`config.mk`:
```
export PLATFORM = sky130hd
export DESIGN_NAME = param_updown_counter
export DESIGN_NICKNAME = d
export VERILOG_FILES = /design/src/rtl/param_updown_counter_pkg.sv /design/src/rtl/param_updown_counter_prescaler_tick.sv /design/src/rtl/param_updown_counter.sv
export SDC_FILE = /design/constraint.sdc
export NUM_CORES = 1
export LEC_CHECK = 0
export CAP_MARGIN = 20
export CORE_MARGIN = 1.5
export CORE_UTILIZATION = 48
export DETAILED_ROUTE_END_ITERATION = 16
export PLACE_DENSITY_LB_ADDON = 0.08
export SYNTH_ARGS = -nofsm -noshare
export SYNTH_HDL_FRONTEND = slang
export SYNTH_HIERARCHICAL = 1
export SYNTH_SLANG_ARGS = --single-unit
```
`constraint.sdc`:
```
create_clock -name clk -period 2.25 [get_ports clk]
set_input_delay 0.45 -clock clk [delete_from_list [all_inputs] [get_ports clk]]
set_output_delay 0.45 -clock clk [all_outputs]
set_load 0.005 [all_outputs]
```
`src/rtl/param_updown_counter_pkg.sv`:
```
// ---------------------------------------------------------------------------
// param_updown_counter_pkg
//   Shared definitions for the parametrised up/down/bounce counter.
//   Holds the mode encoding used on the 'mode' port and by the testbench.
//   Ports: none (package).
// ---------------------------------------------------------------------------
package param_updown_counter_pkg;

    // Encoding of the 2-bit 'mode' port.
    typedef enum logic [1:0] {
        MODE_UP     = 2'b00,
        MODE_DOWN   = 2'b01,
        MODE_BOUNCE = 2'b10,
        MODE_HOLD   = 2'b11
    } mode_e;

    // Hold behaves exactly like en=0: no prescaler advance, no step.
    function automatic logic mode_counts(input logic [1:0] mode);
        return (mode_e'(mode) != MODE_HOLD);
    endfunction

endpackage

```
`src/rtl/param_updown_counter_prescaler_tick.sv`:
```
// ---------------------------------------------------------------------------
// prescaler_tick
//   Divides the enable by PRESCALE: 'step' is high on every PRESCALE-th
//   enabled cycle. The phase counter holds while 'en' is low, so an idle
//   gap stretches the step period by exactly the gap length.
//   Ports:
//     clk      in   rising-edge clock
//     reset_n  in   asynchronous active-low reset (phase -> 0)
//     en       in   qualified enable; advances the phase
//     restart  in   synchronous phase clear (clr/load in the parent)
//     step     out  combinational; high on the cycle the phase wraps
// ---------------------------------------------------------------------------
module prescaler_tick #(
    parameter int PRESCALE = 1,
    parameter int PS_WIDTH = 1
) (
    input  logic clk,
    input  logic reset_n,
    input  logic en,
    input  logic restart,
    output logic step
);

    localparam logic [PS_WIDTH-1:0] PS_LAST = PS_WIDTH'(PRESCALE - 1);
    localparam logic [PS_WIDTH-1:0] PS_ONE  = PS_WIDTH'(1);

    logic [PS_WIDTH-1:0] ps;
    logic                ps_wrap;

    assign ps_wrap = (ps == PS_LAST);
    assign step    = en & ps_wrap;

    always_ff @(posedge clk or negedge reset_n) begin
        if (!reset_n) begin
            ps <= '0;
        end else if (restart) begin
            ps <= '0;
        end else if (en) begin
            ps <= ps_wrap ? '0 : (ps + PS_ONE);
        end
    end

endmodule

```
`src/rtl/param_updown_counter.sv`:
```
// ---------------------------------------------------------------------------
// param_updown_counter
//   Modulo-MODULO counter with prescaler, up/down/bounce modes, synchronous
//   clear and clamped parallel load, and a registered terminal-count pulse
//   intended for cascading (tc of one stage -> en of the next).
//   Parameters:
//     WIDTH     count width;   MODULO    count range 0..MODULO-1
//     PRESCALE  enabled cycles per step; PS_WIDTH prescaler width
//   Ports:
//     clk       in   rising-edge clock
//     reset_n   in   asynchronous active-low reset
//     en        in   count enable (gates the prescaler)
//     clr       in   synchronous clear (highest priority)
//     load      in   synchronous load of load_val (clamped to MODULO-1)
//     load_val  in   value to load
//     mode      in   00 up, 01 down, 10 bounce, 11 hold
//     count     out  registered count
//     tc        out  registered one-cycle terminal-count pulse
//     dir       out  current direction, 1 = up
//     load_err  out  one-cycle pulse when a load was clamped
// ---------------------------------------------------------------------------
module param_updown_counter
    import param_updown_counter_pkg::*;
#(
    parameter int WIDTH    = 4,
    parameter int MODULO   = 16,
    parameter int PRESCALE = 1,
    parameter int PS_WIDTH = 1
) (
    input  logic             clk,
    input  logic             reset_n,
    input  logic             en,
    input  logic             clr,
    input  logic             load,
    input  logic [WIDTH-1:0] load_val,
    input  logic [1:0]       mode,
    output logic [WIDTH-1:0] count,
    output logic             tc,
    output logic             dir,
    output logic             load_err
);

    localparam logic [WIDTH-1:0] CNT_MAX = WIDTH'(MODULO - 1);
    localparam logic [WIDTH-1:0] CNT_PEN = WIDTH'(MODULO - 2);
    localparam logic [WIDTH-1:0] CNT_ONE = WIDTH'(1);
    // One extra bit so MODULO == 2**WIDTH is representable in the clamp test.
    localparam logic [WIDTH:0]   MOD_EXT = (WIDTH + 1)'(MODULO);

    logic             count_en;
    logic             restart;
    logic             step;
    logic             clamp;
    logic [WIDTH-1:0] nxt_count;
    logic             nxt_dir;
    logic             nxt_tc;

    assign count_en = en & mode_counts(mode);
    assign restart  = clr | load;
    assign clamp    = ({1'b0, load_val} >= MOD_EXT);

    prescaler_tick #(
        .PRESCALE (PRESCALE),
        .PS_WIDTH (PS_WIDTH)
    ) u_prescaler (
        .clk     (clk),
        .reset_n (reset_n),
        .en      (count_en),
        .restart (restart),
        .step    (step)
    );

    // Result of one count step in the current mode; only applied when 'step'.
    always_comb begin
        nxt_count = count;
        nxt_dir   = dir;
        nxt_tc    = 1'b0;
        unique case (mode_e'(mode))
            MODE_UP: begin
                nxt_dir = 1'b1;
                if (count == CNT_MAX) begin
                    nxt_count = '0;
                    nxt_tc    = 1'b1;
                end else begin
                    nxt_count = count + CNT_ONE;
                end
            end
            MODE_DOWN: begin
                nxt_dir = 1'b0;
                if (count == '0) begin
                    nxt_count = CNT_MAX;
                    nxt_tc    = 1'b1;
                end else begin
                    nxt_count = count - CNT_ONE;
                end
            end
            MODE_BOUNCE: begin
                // Endpoints are visited once; dir flips on the step that
                // leaves an endpoint, tc marks landing on one.
                if (dir) begin
                    if (count == CNT_MAX) begin
                        nxt_count = CNT_PEN;
                        nxt_dir   = 1'b0;
                        nxt_tc    = (CNT_PEN == '0);
                    end else begin
                        nxt_count = count + CNT_ONE;
                        nxt_tc    = (count == CNT_PEN);
                    end
                end else begin
                    if (count == '0) begin
                        nxt_count = CNT_ONE;
                        nxt_dir   = 1'b1;
                        nxt_tc    = (CNT_MAX == CNT_ONE);
                    end else begin
                        nxt_count = count - CNT_ONE;
                        nxt_tc    = (count == CNT_ONE);
                    end
                end
            end
            MODE_HOLD: begin
                nxt_count = count;
            end
        endcase
    end

    always_ff @(posedge clk or negedge reset_n) begin
        if (!reset_n) begin
            count    <= '0;
            tc       <= 1'b0;
            dir      <= 1'b1;
            load_err <= 1'b0;
        end else begin
            tc       <= 1'b0;
            load_err <= 1'b0;
            if (clr) begin
                count <= '0;
                dir   <= 1'b1;
            end else if (load) begin
                if (clamp) begin
                    count    <= CNT_MAX;
                    load_err <= 1'b1;
                end else begin
                    count    <= load_val;
                end
            end else if (step) begin
                count <= nxt_count;
                dir   <= nxt_dir;
                tc    <= nxt_tc;
            end
        end
    end

endmodule
```
# Word level (Yosys, flattened, before mapping)
# Cells that the tools add are included.
[classes] n_eq_ne=9 n_reduce_logical=8 add_sub_neg=3 n_bitwise=4 n_mux=27
[ops] cell="$mux W4" count=8
[ops] cell="$mux W1" count=16
[ops] cell="$pmux W4 S3" count=1
[ops] cell="$eq A4 B4 Y1 const B" count=2
[ops] cell="$pmux W1 S3" count=2
[ops] cell="$add A4 B1 Y4 const B" count=1
[ops] cell="$eq A2 B2 Y1 const B" count=2
[ops] cell="$eq A4 B1 Y1 const B" count=1
[ops] cell="$logic_not A4 Y1" count=1
[ops] cell="$ne A2 B2 Y1 const B" count=2
[ops] cell="$reduce_bool A2 Y1" count=2
[ops] cell="$reduce_bool A4 Y1" count=1
[ops] cell="$sub A4 B1 Y4 const B" count=1
[ops] cell="$ne A3 B3 Y1 const B" count=1
[ops] cell="$reduce_and A3 Y1" count=1
[ops] cell="$reduce_bool A3 Y1" count=1
[ops] cell="$and A1 B1 Y1" count=2
[ops] cell="$eq A2 B1 Y1 const B" count=1
[ops] cell="$logic_not A2 Y1" count=1
[ops] cell="$reduce_and A2 Y1" count=1
[ops] cell="$add A1 B1 Y1 const B" count=1
[ops] cell="$not A1 Y1" count=1
[ops] cell="$or A1 B1 Y1" count=1
[word_totals] inputBits=11 out_inout_bits=7 word_cells=55 ff_bits=7

# Depth between registers and ports, before layout
[depth] depth_word=7 mapped_depth=8 mapped_depth_nobuf=7

# Modules after synthesis
# Netlist, hierarchy kept.
[by_module_without_submodules] mod="param_updown_counter" n_inst=1 cells_per_inst=101 area_per_inst_um2=738.2 seq_area_each_um2=151.4
[by_module_without_submodules] mod="prescaler_tick" n_inst=1 cells_per_inst=1 area_per_inst_um2=7.5 seq_area_each_um2=0.0

# Worst setup path before layout
# Ideal clock, no wire load.
[synth_path] path_type="register -> register" startpoint="register count[0]" endpoint="register count[3]" setup_time_ns=0.126 required_ns=2.124 synth_period_minus_slack_ns=1.827 stages_incl_launch_ff=8 t_arrival_ns=1.701 n_path_buf=0 path_slack_ns=0.423 cell_sequence="dfrtp_1 -> inv_1 -> ha_1 -> or3b_4 -> a31oi_4 -> o32ai_1 -> o221ai_2 -> o21ai_1"
[synth_between] elab_chain_cells=7 word_cells_on_any_way=13 cone_classes="2 x add/sub; 1 x eq/ne; 9 x mux; 1 x reduce/logical"
[synth_rtl] element="from (decl)" line="param_updown_counter.sv:37" text="output logic [WIDTH-1:0] count,"
[synth_rtl] element="from (signal assigned)" line="param_updown_counter.sv:142" text="count <= load_val;"
[synth_rtl] element="from (signal assigned)" line="param_updown_counter.sv:145" text="count <= nxt_count;"
[synth_rtl] element="$sub A4 B1 Y4 (tied with other cells)" line="param_updown_counter.sv:93, param_updown_counter.sv:114"
[synth_rtl] element="$mux W4, on equally long branches" line="param_updown_counter.sv:109, param_updown_counter.sv:100"
[synth_rtl] element="$mux W4" line="param_updown_counter.sv:99" text="if (dir) begin"
[synth_rtl] element="$pmux W4 S3 (*)" line="param_updown_counter.sv:77" text="unique case (mode_e'(mode))"
[synth_rtl] element="$mux W4 (*)" line="param_updown_counter.sv:144" text="end else if (step) begin"
[synth_rtl] element="$mux W4 (*)" line="param_updown_counter.sv:137" text="end else if (load) begin"
[synth_rtl] element="$mux W4 (*)" line="param_updown_counter.sv:134" text="if (clr) begin"
# Mark *: on every way between the ends. The rest lies on a longest branch, timed or not. The select of a mux whose other input is x is not followed.
# A chain may end at the register's enable or synchronous reset.

# Worst setup path in the final report
[layout_path] startpoint="register count[3]" endpoint="output port count[3]"
# No word-level cell between the ends.

==> results.json <==
{
  "ys_dominant_reg_cell": "dfrtp_1",
  "antenna_left": 0,
  "grt_first_pass_wirelength_um": 2930,
  "post-cts-setup-buffers": 0,
  "worst-path-max-fanout": 14,
  "drv_slew": 0,
  "critical_path.top_delay_family": "flip-flops",
  "synth_top_area_share_pct": 16.8,
  "antenna_found_initial": 0,
  "power_density_nw_per_um2": 406,
  "clkPwrFrac_pct": 28.3,
  "syn_avg_cell_area_um2": 7.31,
  "numCtsBuffers": 3,
  "globalRouteOverflowTotal": 0,
  "first_iter_violations": 27,
  "total_power_w": 0.000382,
  "timing.rr.start": "count[0]$_DFFE_PN0P_",
  "dr.pass1.iters": 5,
  "start_util_pct": 50.7,
  "power_frac_seq_pct": 33.5,
  "r2r_end": "count[3]$_DFFE_PN0P_",
  "synthCells": 102,
  "die_height_um": 42.4,
  "crit_cells": 1,
  "cts_root_buf": "clkbuf_4",
  "ys_async_sr_fraction_pct": 100,
  "die_w_um": 42.4,
  "timing.fmax_ghz": 0.517,
  "rrSetupSlack_ps": 350,
  "ys_seq_area_share_pct": 20.3,
  "crit_chain": "clkdlybuf4s50_1",
  "yosysWarnings": 6,
  "p_leak_nw": 0.409,
  "clock-sinks": 6,
  "cts.reportedPaths.clkPinSlew_ps": 50,
  "row_count": 14,
  "syn-num-nets": 122,
  "ir_worst_vdd_v": 0.000147,
  "drc_errors": 0,
  "rsz0062_at_grt": "false",
  "cpPeakStageDelay_ps": 640,
  "vias_per_cell": 5.92,
  "end_kind": "output port",
  "core_um2": 1470,
  "drive_above_1_share_pct": 11.0,
  "globalplace.congestion": 0.884,
  "post-route-period-util_pct": 85.9,
  "period_needed_ps": 1930,
  "start_kind": "flip-flop",
  "combPwrFrac_pct": 38.1,
  "grt_usage_pct": 21.6,
  "synth_cell_types": 35,
  "clock_path_buffers": 2,
  "power.internal_w": 0.000254,
  "r2r_cells": 7,
  "cts_hold_buf": 0,
  "syn_to_final_growth_pct": 26.2,
  "wl_per_cell_um": 13.5,
  "clock_latency_ps": 250,
  "routed_wl_um": 1810,
  "h-tree-depth": 1,
  "synth_edf_count": 0,
  "critPathArrivalTime_ps": 1480,
  "first_global_vias": 679,
  "nFillCells": 135,
  "port_buffers": 16,
  "top_level_ports": 18,
  "dp.cells": 130,
  "num_antenna_cells": 0,
  "dr_total_vias": 793,
  "syn_area_um2": 746,
  "clock_skew_ps": 10.4,
  "grt_max_degree": 15,
  "cts_tree": "yes",
  "synth_top_cells_by_area": "dfrtp_1 (17%), ha_1 (15%), nor2_1 (7.6%), nand2_1 (5.5%), a21oi_1 (4.0%)",
  "hold_path.class": "input port to asynchronous set/reset pin",
  "synth.largest_area_cell": "dfrtp_1",
  "final_cells": 134,
  "critPathKind": "flip-flop to output port",
  "cts_resized": 0,
  "power.switching_w": 0.000128,
  "switching_share_pct": 33.5,
  "slowest_stage": "dfrtp_1",
  "ys_ff_latch": 6,
  "cp.required_ps": 1800,
  "timing.max_cap.violations": 0,
  "fin_setup_tns_ps": 0,
  "status": "finished clean",
  "hold_viol": 0,
  "final-setup-viol-count": 0,
  "hpwl_um": 1380,
  "cp.buffers_inverters": 1,
  "fin_nets": 139,
  "die-area_um2": 1800
}
## final cells by class
cell class / instances / area [um^2] / share of cell area [%]
tap: 16 / 20.0 / 2.13
timing repair buffer: 20 / 190 / 20.2
clock buffer: 4 / 26.3 / 2.79
multi-input combinational: 83 / 534 / 56.8
inverter: 5 / 18.8 / 1.99
sequential: 6 / 151 / 16.1
## routing by layer
layer | wire (um) | share of wire, % | vias to the layer above | global-route usage (%)
li1 | - | - | 383 | -
met1 | 789 | 44 | 367 | 26.6
met2 | 899 | 50 | 41 | 37.2
met3 | 115 | 6.4 | 2 | 3.02
met4 | 5 | 0.28 | 0 | 8.75
met5 | 0 | 0 | - | 0
## how the worst max path moves through the flow
| stage | from | endpoint | slack, ps |
|---|---|---|---|
| after floorplan | count[0]$_DFFE_PN0P_ | count[3]$_DFFE_PN0P_ | 420 |
| after global placement | mode[0] | count[3]$_DFFE_PN0P_ | 180 |
| after detailed placement | mode[0] | count[3]$_DFFE_PN0P_ | 110 |
| after CTS | count[3]$_DFFE_PN0P_ | count[3] | 330 |
| after global routing | mode[0] | count[3]$_DFFE_PN0P_ | 190 |
| final | count[3]$_DFFE_PN0P_ | count[3] | 320 |
## registers in the layout, summed over array words and instances, names as in the netlist
register,flops
count,4
dir,1
tc,1
## cells in the final DEF (no fill, tap or decap), drive strengths merged, types with 2 or more instances in the layout
master | netlist | routed
nand2 | 11 | 11
nand2b | 4 | 4
nor2 | 16 | 16
a21oi | 6 | 6
clkdlybuf4s50 | 0 | 16
o221ai | 2 | 2
a31oi | 5 | 5
nand3 | 3 | 3
inv | 5 | 5
dfrtp | 5 | 5
buf | 5 | 4
o22ai | 2 | 2
o21ai | 6 | 6
xnor2 | 2 | 2
clkbuf | 3 | 4
nor3 | 3 | 3
ha | 9 | 9
nor2b | 2 | 2
## power groups by stage
stage | Clock (W) | Sequential [W] | Combinational, W
2_1_floorplan | 0 | 0.000126 | 0.0000927
3_3_place_gp | 0 | 0.000130 | 0.000141
3_5_place_dp | 0 | 0.000129 | 0.000143
4_1_cts | 0.000113 | 0.000128 | 0.000144
5_1_grt | 0.000116 | 0.000129 | 0.000160
6_report | 0.000108 | 0.000128 | 0.000146
## per-stage QoR
stage               hold slack (ps)  setup WS [ps]  area (um^2)  util (%)
finish                          429            317          941      63.9
global route                    442            187          941      63.9
CTS                             425            328          941      63.9
detailed placement              613            111          915      62.2
global placement                604            178          915      62.2
floorplan                       154            423          746         -
## synthesized netlist by cell type, types with 2 or more instances
library cell / n
a21oi_1: 6
a31oi_1: 4
buf_2: 3
buf_4: 2
clkbuf_1: 3
dfrtp_1: 5
ha_1: 9
inv_1: 5
nand2_1: 11
nand2b_1: 4
nand3_1: 3
nor2_1: 15
nor2b_1: 2
nor3_1: 3
o21ai_0: 4
o21ai_1: 2
o22ai_1: 2
xnor2_1: 2
## cell families after synthesis
logic type | share of synthesized area (%)
AO/OA/AOI/OAI | 24.5
XOR/XNOR | 3.52
adder cells (fa/ha/maj) | 15.1
buffers and inverters | 8.05
flip-flops | 20.3
other | 0.503
AND/OR/NAND/NOR | 28.0
Note: power is estimated with default switching activity, not from simulation.
==> RTL edit 1 (same flow settings) <==
The parameter `WIDTH` goes from 4 to 3.
--- a/src/rtl/param_updown_counter.sv
+++ b/src/rtl/param_updown_counter.sv
@@ -24,3 +24,3 @@
 #(
-    parameter int WIDTH    = 4,
+    parameter int WIDTH    = 3,
     parameter int MODULO   = 16,
Ports: changed (resized count and load_val); port bits go from 18 to 16. No check against the original RTL was run, so the function may have changed too.
==> RTL edit 1 against the original RTL <==
Hold slack improved by 0.018 ns. First-iteration DRC count decreased by 41%. Total power down 2.0%. Setup slack improved by 0.027 ns. Wire length decreased by 23%. Sequential cell count is the same. Synthesized cell count is 31% lower. Clock power increased by 4%. Design area down 16%. Sequential share of layout area increased by 3.1 points. Critical path depth increased by 5. Area after synthesis fell by 16%.
==> RTL edit 1: results <==
run_status:
  status: "completed"
cells_and_area:
  final_nets: 108
  largest_reg_flops: 3
  drive_above_1_share_pct: 12.8
  stdcell_count: 100
  top_register: "count"
  diodes: 0
clock_tree:
  cts_made_buffers: 3
  cts_root_buffer: "clkbuf_4"
  clkTransAtPathRegs_ns: 0.05
  insertion_delay_ns: 0.25
  clock_path_buffers: 2
  cts_setup_buffers: 0
worst_setup_path:
  path_delay_family: "simple AND/OR/NAND/NOR gates"
  r2r_cells: 6
  r2r-end: "tc"
  cp_slowest_cell: "or4b_1"
  critPathArrivalTime_ns: 2.06
  crit_fanout: 5
  r2r_setup_slack_ns: 0.34
  timing_worst_setup_path_type: "reg -> reg"
  slowest_delay_ns: 0.54
grt:
  grt_use_met1_pct: 27.4
  gr-usage-all-layers_pct: 21.9
  grt_first_pass_wirelength_mm: 2.19
  grt_pass1_vias: 488
  grtUsageMet2_pct: 37.5
  met3_usage_pct: 8.67
  grt_max_degree: 12
place:
  port_buffers: 12
  dp_hpwl_mm: 1.09
  dp.cells: 96
  place_congestion: 0.772
  dpl_cell_area_um2: 762
  dp_slack_ns: 0.111
timing:
  timing.final.max_slew_violations: 0
  hold_viol_final: 0
  relSlewSlack_pct: 77.4
  whs_ns: 0.446
  skew_ns: 0.00509
routing:
  met3_length_um: 74
  wl_met1_um: 582
  wl_met2_um: 727
  viasPerCell: 5.83
  drtPass1Iterations: 4
  wl_per_cell_um: 13.8
  initialDrtViolationCount: 16
  topRoutingLayerUsed: "met3"
synth:
  async_flop_share_pct: 100
  netlist-cell-type-count: 32
  ys.flop_type: "dfrtp_1"
  synthCells: 70
  syn_nets: 91
  synth_area_leaders: "ha_1, dfrtp_1, dfstp_2, inv_1, nor2_1"
  ys_seq_area_share_pct: 24.1
  synth_warnings: 6
  synthTopCellsByCount: "ha_1, inv_1, nor2_1"
hold_path:
  hold_class: "in -> async"
power_and_ir_drop:
  ir_drop_mv: 0.503
  power_leakage_nw: 0.366
[RTL edit 1: cell count changes in the layout (fill, tap and decap cells not counted), moves of 3 or more]
| cell | change |
|---|---|
| clkdlybuf4s50_1 | -4 |
| o21ai_0 | -4 |
| a21oi_1 | -4 |
| nor2_1 | -8 |
| nand3_1 | -3 |
| nand2_1 | -7 |
| a31oi_1 | -3 |
[RTL edit 1: report_power, final]
group	internal [mW]	leakage [nW]	switching [mW]
Combinational	0.0678	0.276	0.0601
Clock	0.0675	0.0150	0.0443
Sequential	0.118	0.0750	0.0165
Total	0.253	0.366	0.121
[RTL edit 1: cell families after synthesis]
group           Yosys count  synth area share (%)
fa+ha+maj                11                  21.9
simple gates             23                  20.1
buf+inv                   9                  7.17
compound gates           19                  23.1
flops                     6                  24.1
mux                       2                  3.59
[RTL edit 1: area by class of cell]
type	count	area, µm²
repair buffers	14	135
clock buffers	4	26.3
well taps	14	17.5
inverters	7	26.3
flip-flops and latches	6	151
fillers	109	368
multi-input cells	55	432
==> RTL edit 2 (same settings) <==
Made on the original files. Make the reset (`reset_n`) synchronous in 2 clocked blocks. Comments in the files are not updated.
--- a/src/rtl/param_updown_counter_prescaler_tick.sv
+++ b/src/rtl/param_updown_counter_prescaler_tick.sv
@@ -32,3 +32,3 @@
 
-    always_ff @(posedge clk or negedge reset_n) begin
+    always_ff @(posedge clk) begin
         if (!reset_n) begin
--- a/src/rtl/param_updown_counter.sv
+++ b/src/rtl/param_updown_counter.sv
@@ -124,3 +124,3 @@
 
-    always_ff @(posedge clk or negedge reset_n) begin
+    always_ff @(posedge clk) begin
         if (!reset_n) begin
Behaviour: differs if reset_n is asserted again (counterexample within 4 cycles, from zero or initial values and one cycle with reset_n low); with reset_n held inactive, the same outputs for 10 cycles.
==> RTL edit 2 against the original RTL <==
Non-clock buffer count up 4. Die area grew 8.3%. Area after synthesis is 8.9% higher. Highest routed layer is now met3. Sequential cell count did not move. Clock power decreased by 11%. Critical path depth unchanged. Setup slack got worse by 0.10 ns. Wire length is 20% higher. Total power decreased by 13%. Critical path type unchanged. Largest power group is now sequential cells. Sequential share of layout area decreased by 4.1 points. Design area up 6.6%. Register-to-register slack gained 0.05 ns.
==> RTL edit 2: results <==
place:
  place_congestion: 0.905
  port_buffers: 16
  dp.cells: 139
  dp_hpwl_mm: 1.64
routing:
  viasPerCell: 6.27
  wirelength_mm: 2.17
  wl_met1_um: 918
  initialDrtViolationCount: 25
  topRoutingLayerUsed: "met3"
  drtPass1Iterations: 4
  vias: 890
  met3_length_um: 177
  wl_met2_mm: 1.07
run_status:
  status: "completed"
worst_setup_path:
  timing_worst_setup_path_type: "reg -> out"
  r2r_cells: 7
  path_delay_family: "flip-flops"
  crit_fanout: 19
  cp_slowest_cell: "dfxtp_1"
  setup.worst_path.start: "count[2]"
  slowest_delay_ns: 0.72
  r2r-start: "count[1]"
  critPathArrivalTime_ns: 1.58
grt:
  grt_pass1_vias: 820
  gr-usage-all-layers_pct: 24.9
  grt_first_pass_wirelength_mm: 3.72
  grt_max_degree: 20
  antenna_found_initial: 0
power_and_ir_drop:
  ir_drop_mv: 0.240
  p_int_uw: 230
  power_leakage_nw: 0.393
clock_tree:
  insertion_delay_ns: 0.24
  clkTransAtPathRegs_ns: 0.04
  cts_root_buffer: "clkbuf_4"
  clock_path_buffers: 2
  cts_made_buffers: 3
  cts_setup_buffers: 0
  cts_resized: 0
  htree_levels: 1
synth:
  syn_nets: 130
  synth_warnings: 6
  synthCells: 111
cells_and_area:
  diodes: 0
  drive_above_1_share_pct: 10.3
  fillCellCount: 152
  final_nets: 147
  reg_top3: "count: 4 flops, dir: 1 flops, tc: 1 flops"
hold_path:
  hold_depth: 3
  min_from: "count[1]"
  hold_class: "reg -> reg"
timing:
  skew_ns: 0.000107
  worst_pin_slew_ns: 0.637
[RTL edit 2: layout make-up]
cell class,instances,area [µm²],share of cell area [%]
multi-input combinational,82,579,57.7
timing repair buffer,24,220,21.9
sequential,6,120,12.0
inverter,11,41.3,4.11
clock buffer,3,22.5,2.24
tap,16,20.0,2.00
[RTL edit 2: metal layers]
layer / up-vias / GRT usage [%]
met2: 53 / 43.2
met4: 0 / 3.64
li1: 436 / -
met3: 0 / 4.08
met1: 401 / 32.9
met5: - / 0
[RTL edit 2: power by group through the flow]
stage	combinational (mW)	sequential, mW	clock [mW]
2_1_floorplan	0.0700	0.116	0
3_3_place_gp	0.114	0.120	0
3_5_place_dp	0.116	0.120	0
4_1_cts	0.116	0.118	0.0990
5_1_grt	0.129	0.119	0.106
6_report	0.117	0.119	0.0966
[RTL edit 2: final timing paths]
kind	end	slack, ns
worst max-delay path	count[2]	0.22
worst min-delay path	count[1]	0.74
worst max register to register	count[1]	0.40
worst min register to register	count[1]	0.74
[RTL edit 2: per-stage QoR]
stage	setup WS, ns	power, mW	utilization [%]	area [µm²]
after CTS	0.239	0.333	65.1	1000
after detailed placement	-0.00992	0.236	63.6	981
final	0.217	0.333	65.1	1000
after floorplan	0.527	0.186	-	812
after global routing	0.0364	0.355	65.1	1000
after global placement	0.0531	0.234	63.6	981
